[src/rtl/rf_thread_bank.sv]
// Four-thread register file bank: one 8 x DATA_WIDTH file per thread, shared write port,
// two registered read ports for the decoding thread, and a post-reset zero-fill sequencer.
module rf_thread_bank #(
  parameter int DATA_WIDTH = 64,
  parameter int ADDR_WIDTH = 3
) (
  input  logic                  clk,
  input  logic                  reset,
  input  logic [1:0]            thread_ID,
  input  logic [ADDR_WIDTH-1:0] raddr0,
  input  logic [ADDR_WIDTH-1:0] raddr1,
  output logic [DATA_WIDTH-1:0] rdata0,
  output logic [DATA_WIDTH-1:0] rdata1,
  input  logic [ADDR_WIDTH-1:0] waddr,
  input  logic [DATA_WIDTH-1:0] wdata,
  input  logic                  RF0_WRE_WB,
  input  logic                  RF1_WRE_WB,
  input  logic                  RF2_WRE_WB,
  input  logic                  RF3_WRE_WB,
  output logic                  rf_ready
);

  localparam int DEPTH = 1 << ADDR_WIDTH;
  localparam int NUM_THREADS = 4;

  typedef enum logic {CLEAR, READY} state_t;

  state_t                  state_reg, state_next;
  logic [ADDR_WIDTH-1:0]   clr_cnt_reg, clr_cnt_next;
  logic [DATA_WIDTH-1:0]   rdata0_reg, rdata0_next;
  logic [DATA_WIDTH-1:0]   rdata1_reg, rdata1_next;

  logic [NUM_THREADS-1:0]  wre;
  logic [NUM_THREADS-1:0]  bank_we;
  logic [ADDR_WIDTH-1:0]   wr_addr;
  logic [DATA_WIDTH-1:0]   wr_data;
  logic [DATA_WIDTH-1:0]   bank_rd0 [NUM_THREADS];
  logic [DATA_WIDTH-1:0]   bank_rd1 [NUM_THREADS];

  assign wre = {RF3_WRE_WB, RF2_WRE_WB, RF1_WRE_WB, RF0_WRE_WB};

  // One storage array per thread; all banks share the address/data of the write port.
  genvar gi;
  generate
    for (gi = 0; gi < NUM_THREADS; gi++) begin : g_bank
      logic [DATA_WIDTH-1:0] mem [DEPTH];

      always_ff @(posedge clk) begin
        if (bank_we[gi]) begin
          mem[wr_addr] <= wr_data;
        end
      end

      assign bank_rd0[gi] = mem[raddr0];
      assign bank_rd1[gi] = mem[raddr1];
    end
  endgenerate

  always_ff @(posedge clk) begin
    if (reset) begin
      state_reg   <= CLEAR;
      clr_cnt_reg <= '0;
    end else begin
      state_reg   <= state_next;
      clr_cnt_reg <= clr_cnt_next;
    end
  end

  always_comb begin
    state_next   = state_reg;
    clr_cnt_next = clr_cnt_reg;
    bank_we      = '0;
    wr_addr      = waddr;
    wr_data      = wdata;
    rdata0_next  = '0;
    rdata1_next  = '0;
    case (state_reg)
      CLEAR: begin
        // Zero the same index in every bank at once; demux writes are discarded here.
        bank_we      = '1;
        wr_addr      = clr_cnt_reg;
        wr_data      = '0;
        clr_cnt_next = clr_cnt_reg + 1'b1;
        if (clr_cnt_reg == ADDR_WIDTH'(DEPTH - 1)) begin
          state_next = READY;
        end
      end
      READY: begin
        bank_we     = wre;
        // Write-first: a same-cycle write to the decoding thread wins over the array contents.
        rdata0_next = (wre[thread_ID] && (waddr == raddr0)) ? wdata : bank_rd0[thread_ID];
        rdata1_next = (wre[thread_ID] && (waddr == raddr1)) ? wdata : bank_rd1[thread_ID];
      end
      default: begin
        state_next = CLEAR;
      end
    endcase
    if (reset) begin
      bank_we = '0;
    end
  end

  always_ff @(posedge clk) begin
    if (reset) begin
      rdata0_reg <= '0;
      rdata1_reg <= '0;
    end else begin
      rdata0_reg <= rdata0_next;
      rdata1_reg <= rdata1_next;
    end
  end

  assign rdata0   = rdata0_reg;
  assign rdata1   = rdata1_reg;
  assign rf_ready = (state_reg == READY);

endmodule

[config.mk]
export PLATFORM = sky130hd
export DESIGN_NAME = rf_thread_bank
export DESIGN_NICKNAME = d
export VERILOG_FILES = /design/src/rtl/rf_thread_bank.sv
export SDC_FILE = /design/constraint.sdc
export NUM_CORES = 2
export LEC_CHECK = 0
export CAP_MARGIN = 15
export CORE_UTILIZATION = 55
export CTS_CLUSTER_DIAMETER = 80
export DETAILED_ROUTE_END_ITERATION = 6
export GPL_ROUTABILITY_DRIVEN = 1
export PLACE_DENSITY = 0.72
export SLEW_MARGIN = 20
export SYNTH_ARGS = -nofsm -noshare
export SYNTH_HDL_FRONTEND = slang
export SYNTH_SLANG_ARGS = --single-unit
[constraint.sdc]
create_clock -name clk -period 8.06 [get_ports clk]
set_input_delay 2.015 -clock clk [delete_from_list [all_inputs] [get_ports clk]]
set_output_delay 2.015 -clock clk [all_outputs]
set_load 0.01 [all_outputs]
Word level (Yosys, flattened, before mapping)
Memory sizes are Yosys's and may differ from the RTL's.
Cells that the tools add are included.
{"block": "classes", "addsub": 1, "mul": 0, "n_div": 0, "magnitude_cmp": 2, "eq_ne": 3, "shifts": 0, "muxes": 24, "bitwise": 2, "reduce_logical": 3}
{"op": "64-bit 2-to-1 mux", "count": 7}
{"op": "64-bit binary-select mux with 2-bit select", "count": 2}
{"op": "1-bit 2-to-1 mux", "count": 11}
{"op": "4-bit one-hot mux with 2 select lines", "count": 1}
{"op": "3-bit == test", "count": 2}
{"op": "4-bit 2-to-1 mux", "count": 1}
{"op": "3-bit by 1-bit adder with 3-bit output, second input constant", "count": 1}
{"op": "3-bit == test, second input constant", "count": 1}
{"op": "3-bit >= comparator, second input constant", "count": 1}
{"op": "2-bit by 3-bit less-than comparator with 1-bit output, second input constant", "count": 1}
{"op": "3-bit 2-to-1 mux", "count": 1}
{"op": "2-bit inverter with 3-bit output", "count": 1}
{"op": "1-bit binary-select mux with 2-bit select", "count": 1}
{"op": "1-bit logical AND", "count": 2}
{"op": "2-bit OR reduction", "count": 1}
{"op": "1-bit inverter", "count": 1}
{"block": "word_totals", "regBits": 132, "latchBits": 0, "mem_bits_rw": 2048, "romBits": 0, "in_bits": 81, "out_inout_bits": 129, "word_cells": 43, "memories": 4}
{"name": "g_bank[0].mem", "words": 8, "width": 64, "rd": 2, "rd_ports_with_merged_regs": 0, "write_ports": 1, "line_no": "46", "source": "logic [DATA_WIDTH-1:0] mem [DEPTH];"}
{"name": "g_bank[1].mem", "words": 8, "width": 64, "rd": 2, "rd_ports_with_merged_regs": 0, "write_ports": 1, "line_no": "46"}
{"name": "g_bank[2].mem", "words": 8, "width": 64, "rd": 2, "rd_ports_with_merged_regs": 0, "write_ports": 1, "line_no": "46"}
{"name": "g_bank[3].mem", "words": 8, "width": 64, "rd": 2, "rd_ports_with_merged_regs": 0, "write_ports": 1, "line_no": "46"}

Longest topological paths before layout
{"block": "logic_depth", "ltp_word": 5, "depth_mapped": 9, "mapped_depth_nobuf": 5}

Worst setup path before layout
No wires, ideal clock.
{"block": "synth_path", "kind": "input -> register", "startpoint": "in waddr[0]", "endpoint": "mem g_bank[0].mem[0][0], enable pin", "setup_ps": 486, "arrival_time_ps": 5159, "required_time_ps": 7574, "slack_ps": 2414, "cell_stages": 4, "path_buffers": 0, "path_cell_list": "nand2b_1 > o32ai_1 > nand2_1 > nor2_1"}
{"block": "synth_via", "elab_chain_cells": 1}
{"item": "start, declared", "line_no": "14", "source": "input logic [ADDR_WIDTH-1:0] waddr,"}
{"item": "3-bit 2-to-1 mux", "line_no": "77", "source": "case (state_reg)"}
{"item": "end, declared", "line_no": "46"}
Every way passes these cells.

Final worst setup path
{"block": "layout_path", "startpoint": "reg state_reg (netlist: rf_ready)", "endpoint": "reg rdata1_reg[10] (netlist: rdata1[10])"}
{"block": "layout_via", "elab_chain_cells": 2}
{"item": "start, declared", "line_no": "28", "source": "state_t state_reg, state_next;"}
{"item": "start signal, assigned", "line_no": "64", "source": "state_reg <= state_next;"}
{"item": "1-bit inverter (no line)"}
{"item": "2-bit OR reduction (no line)"}
{"item": "end signal, assigned", "line_no": "109", "source": "rdata1_reg <= rdata1_next;"}
{"item": "end, declared", "line_no": "31", "source": "logic [DATA_WIDTH-1:0] rdata1_reg, rdata1_next;"}
Every way passes these cells.
A chain may end at the register's enable or synchronous reset.

==> impl_metrics.yaml <==
outcome:
  status: "finished, violations left"
  violations: "design-rule violations"
clocking:
  htreeDepth: 4
  cts_resized: 0
  clkTransAtPathRegs_ps: 60
  tritoncts: "yes"
  clock_latency_ps: 880
  clockBufferDepth: 3
  clock-sinks: 2180
  cts_hold_buf: 0
  post_cts_buffers: 0
  cts-root-buf: "clkbuf_16"
  cts_made_buffers: 217
die:
  rows: 154
  die_x_um: 423.8
  pin_count: 210
  start_util: 0.5544
  die-area_sq_um: 179600
  die_y_um: 423.8
  core-area_sq_um: 176500
logic_synthesis:
  synth_most_common_cell: "edfxtp_1"
  syn_area_per_cell_sq_um: 19.83
  ys_warn_count: 0
  yosys-top-cells-count: "edfxtp_1 (2,048), mux4_2 (1,013), nand2_1 (269)"
  synth_area_sq_um: 97850
  async_reset_ff_frac: 0
  yosysSeqAreaShare: 0.6555
  synth_edf_count: 2048
  syn-instance-count: 4934
  yosysTopAreaCellShare: 0.6285
  ys_types: 69
  syn-num-nets: 5017
  synth.area.top_cells: "edfxtp_1 (63%), mux4_2 (23%), dfxtp_1 (2.7%)"
  ys_ff_latch: 2180
  yosysTopAreaCell: "edfxtp_1"
  ys.flop_type: "edfxtp_1"
worst_setup_path:
  start_kind: "flop"
  cpMaxStageDelayCell: "buf_4"
  worstPathBufferInverterCount: 3
  rrSetupSlack_ps: 3470
  cp.arrival_ps: 5360
  end_kind: "flop"
  cp_max_fo: 48
  cp_cell_sequence: "buf_4 > nand2b_1 > a41oi_4 > buf_4 > and2_4 > buf_4 > a22oi_1 > o21ai_1"
  crit_top_cell: "buf_4"
  crit_type: "flop to flop"
  cp.required_ps: 8830
  path_delay_family: "buffers and inverters"
  worst_path_largest_cell_delay_ps: 880
sta:
  maxSlewViolCount: 0
  period_share: 0.5696
  worst_hold_slack_ps: 594.7
  finalCriticalPeriod_ps: 4591
  setup_tns_ps: 0
  setup_violations: 0
  tightest_slew_ps: 1245
  fin_worst_skew_ps: 37.00
  hold_viol: 0
  slew_headroom: 0.1701
  grt_setup_unrepaired: "false"
  fmaxAchievable_ghz: 0.2178
  fin_ws_ps: 3469
routing:
  ant_nets: 0
  drt-total-wl_mm: 305.6
  wl_per_cell_um: 39.97
  routed_via_density: 7.451
  drc: 28
  drt_iter0_markers: 9001
  drt-pass1-iter-count: 7
  via_count: 56970
global_route:
  antenna_found_initial: 6
  grt_start_max_net_pins: 139
  grt_pass1_wl_mm: 429.3
  grt-ovfl-total: 0
  grt_pass1_vias: 57210
  grtUsageTotal: 0.3424
finish:
  largest_reg_flops: 2048
  area_growth_pct: 12.43
  multi_input_area_sq_um: 31950
  fin_nets: 5190
  fin_area_sq_um: 110000
  final_util: 0.6233
  nFillCells: 12120
  drive_above_1_share: 0.2969
  seq_area_sq_um: 64150
hold_path:
  hp-class: "flop to flop"
place:
  port_buffers: 209
  placed_area_sq_um: 102600
  dp_hpwl_mm: 161.8
  post-place-ws_ps: 2787
  gp_congestion: 0.8464
power_and_ir_drop:
  leakagePower_nw: 35.98
  peakVddDrop_mv: 0.2437
  p_per_area_nw_per_um2: 229.4
job:
  max_cap_viol_count: 0
## metal layers
metal	track usage	wire [um]	vias to the layer above
li1	-	-	21700
met1	0.4507	104000	29710
met2	0.5359	144800	4628
met3	0.07663	37540	923
met4	0.1860	19160	4
met5	0	27	-
## worst reg2reg max path, stage by stage (launching register included)
cell      delay, ps
dfxtp_4         820
buf_4           890
nand2b_1        510
a41oi_4         310
buf_4           300
and2_4          620
buf_4           580
a22oi_1         290
o21ai_1         190
## worst paths after layout
| check | cells after the start | startpoint | end |
|---|---|---|---|
| worst min-delay path | 2 | clr_cnt_reg[2]$_SDFFE_PP0N_ | clr_cnt_reg[2]$_SDFFE_PP0N_ |
| worst max-delay path | 8 | rf_ready$_SDFF_PP0_ | rdata1[10]$_SDFF_PP0_ |
| worst max register to register | 8 | rf_ready$_SDFF_PP0_ | rdata1[10]$_SDFF_PP0_ |
| worst min register to register | 2 | clr_cnt_reg[2]$_SDFFE_PP0N_ | clr_cnt_reg[2]$_SDFFE_PP0N_ |
## power breakdown
group / switching [W] / internal (W) / total (W)
Combinational: 0.00125 / 0.000858 / 0.00211
Sequential: 0.000122 / 0.0126 / 0.0127
Clock: 0.00442 / 0.00601 / 0.0104
## placed cells by master, fill, tap and decap left out, types with 8 or more instances in the layout
cell type        synthesis  final
edfxtp_1              2048   2048
mux4_2                1013   1013
nand2_1                269    265
clkbuf_16                0    220
clkdlybuf4s50_1          0    201
o22ai_1                166    166
mux2i_1                162    162
dfxtp_1                132    131
a22oi_1                116    116
buf_4                   53     94
a22o_1                  89     89
a21oi_1                 85     85
and2_1                  67     63
nor3_1                  47     47
clkbuf_1               125     45
clkinv_2                 0     40
clkinv_1                 0     39
nor2_4                   0     35
nand3_1                 33     33
buf_12                   3     33
nor2_1                  64     31
a211oi_1                26     26
bufinv_16                0     25
clkbuf_8                 0     21
o21ai_1                 20     20
o21ai_0                 17     17
a32oi_1                 15     15
o221ai_1                13     13
a221oi_1                11     11
a22oi_2                 10     10
nor2b_1                 13      9
a31oi_1                  9      9
nand2b_1                10      8
o32ai_1                  8      8
clkinvlp_4               0      8
## cells by family after synthesis
family                   after synthesis  synth area share
AO/OA/AOI/OAI                        627           0.04606
AND/OR/NAND/NOR                      544           0.02579
flip-flops                          2180            0.6555
XOR/XNOR                               7         0.0006266
buffers and inverters                395           0.02158
adder cells (fa/ha/maj)                2         0.0002557
multiplexers                        1179            0.2502
## layout make-up
class | count | area share
Antenna cell | 4 | 0.00009098
Clock buffer | 286 | 0.05420
Clock inverter | 128 | 0.01259
Inverter | 10 | 0.0004094
Multi-Input combinational cell | 2359 | 0.2904
Sequential cell | 2180 | 0.5830
Tap cell | 2340 | 0.02661
Timing Repair Buffer | 339 | 0.03266
## metrics by stage
step	cells	power, W
floorplan	4934	0.01426
global placement	7223	0.01497
finish	7646	0.02524
global route	7642	0.02577
detailed placement	7225	0.01500
CTS	7639	0.02525
Note: power is estimated with default switching activity, not from simulation.
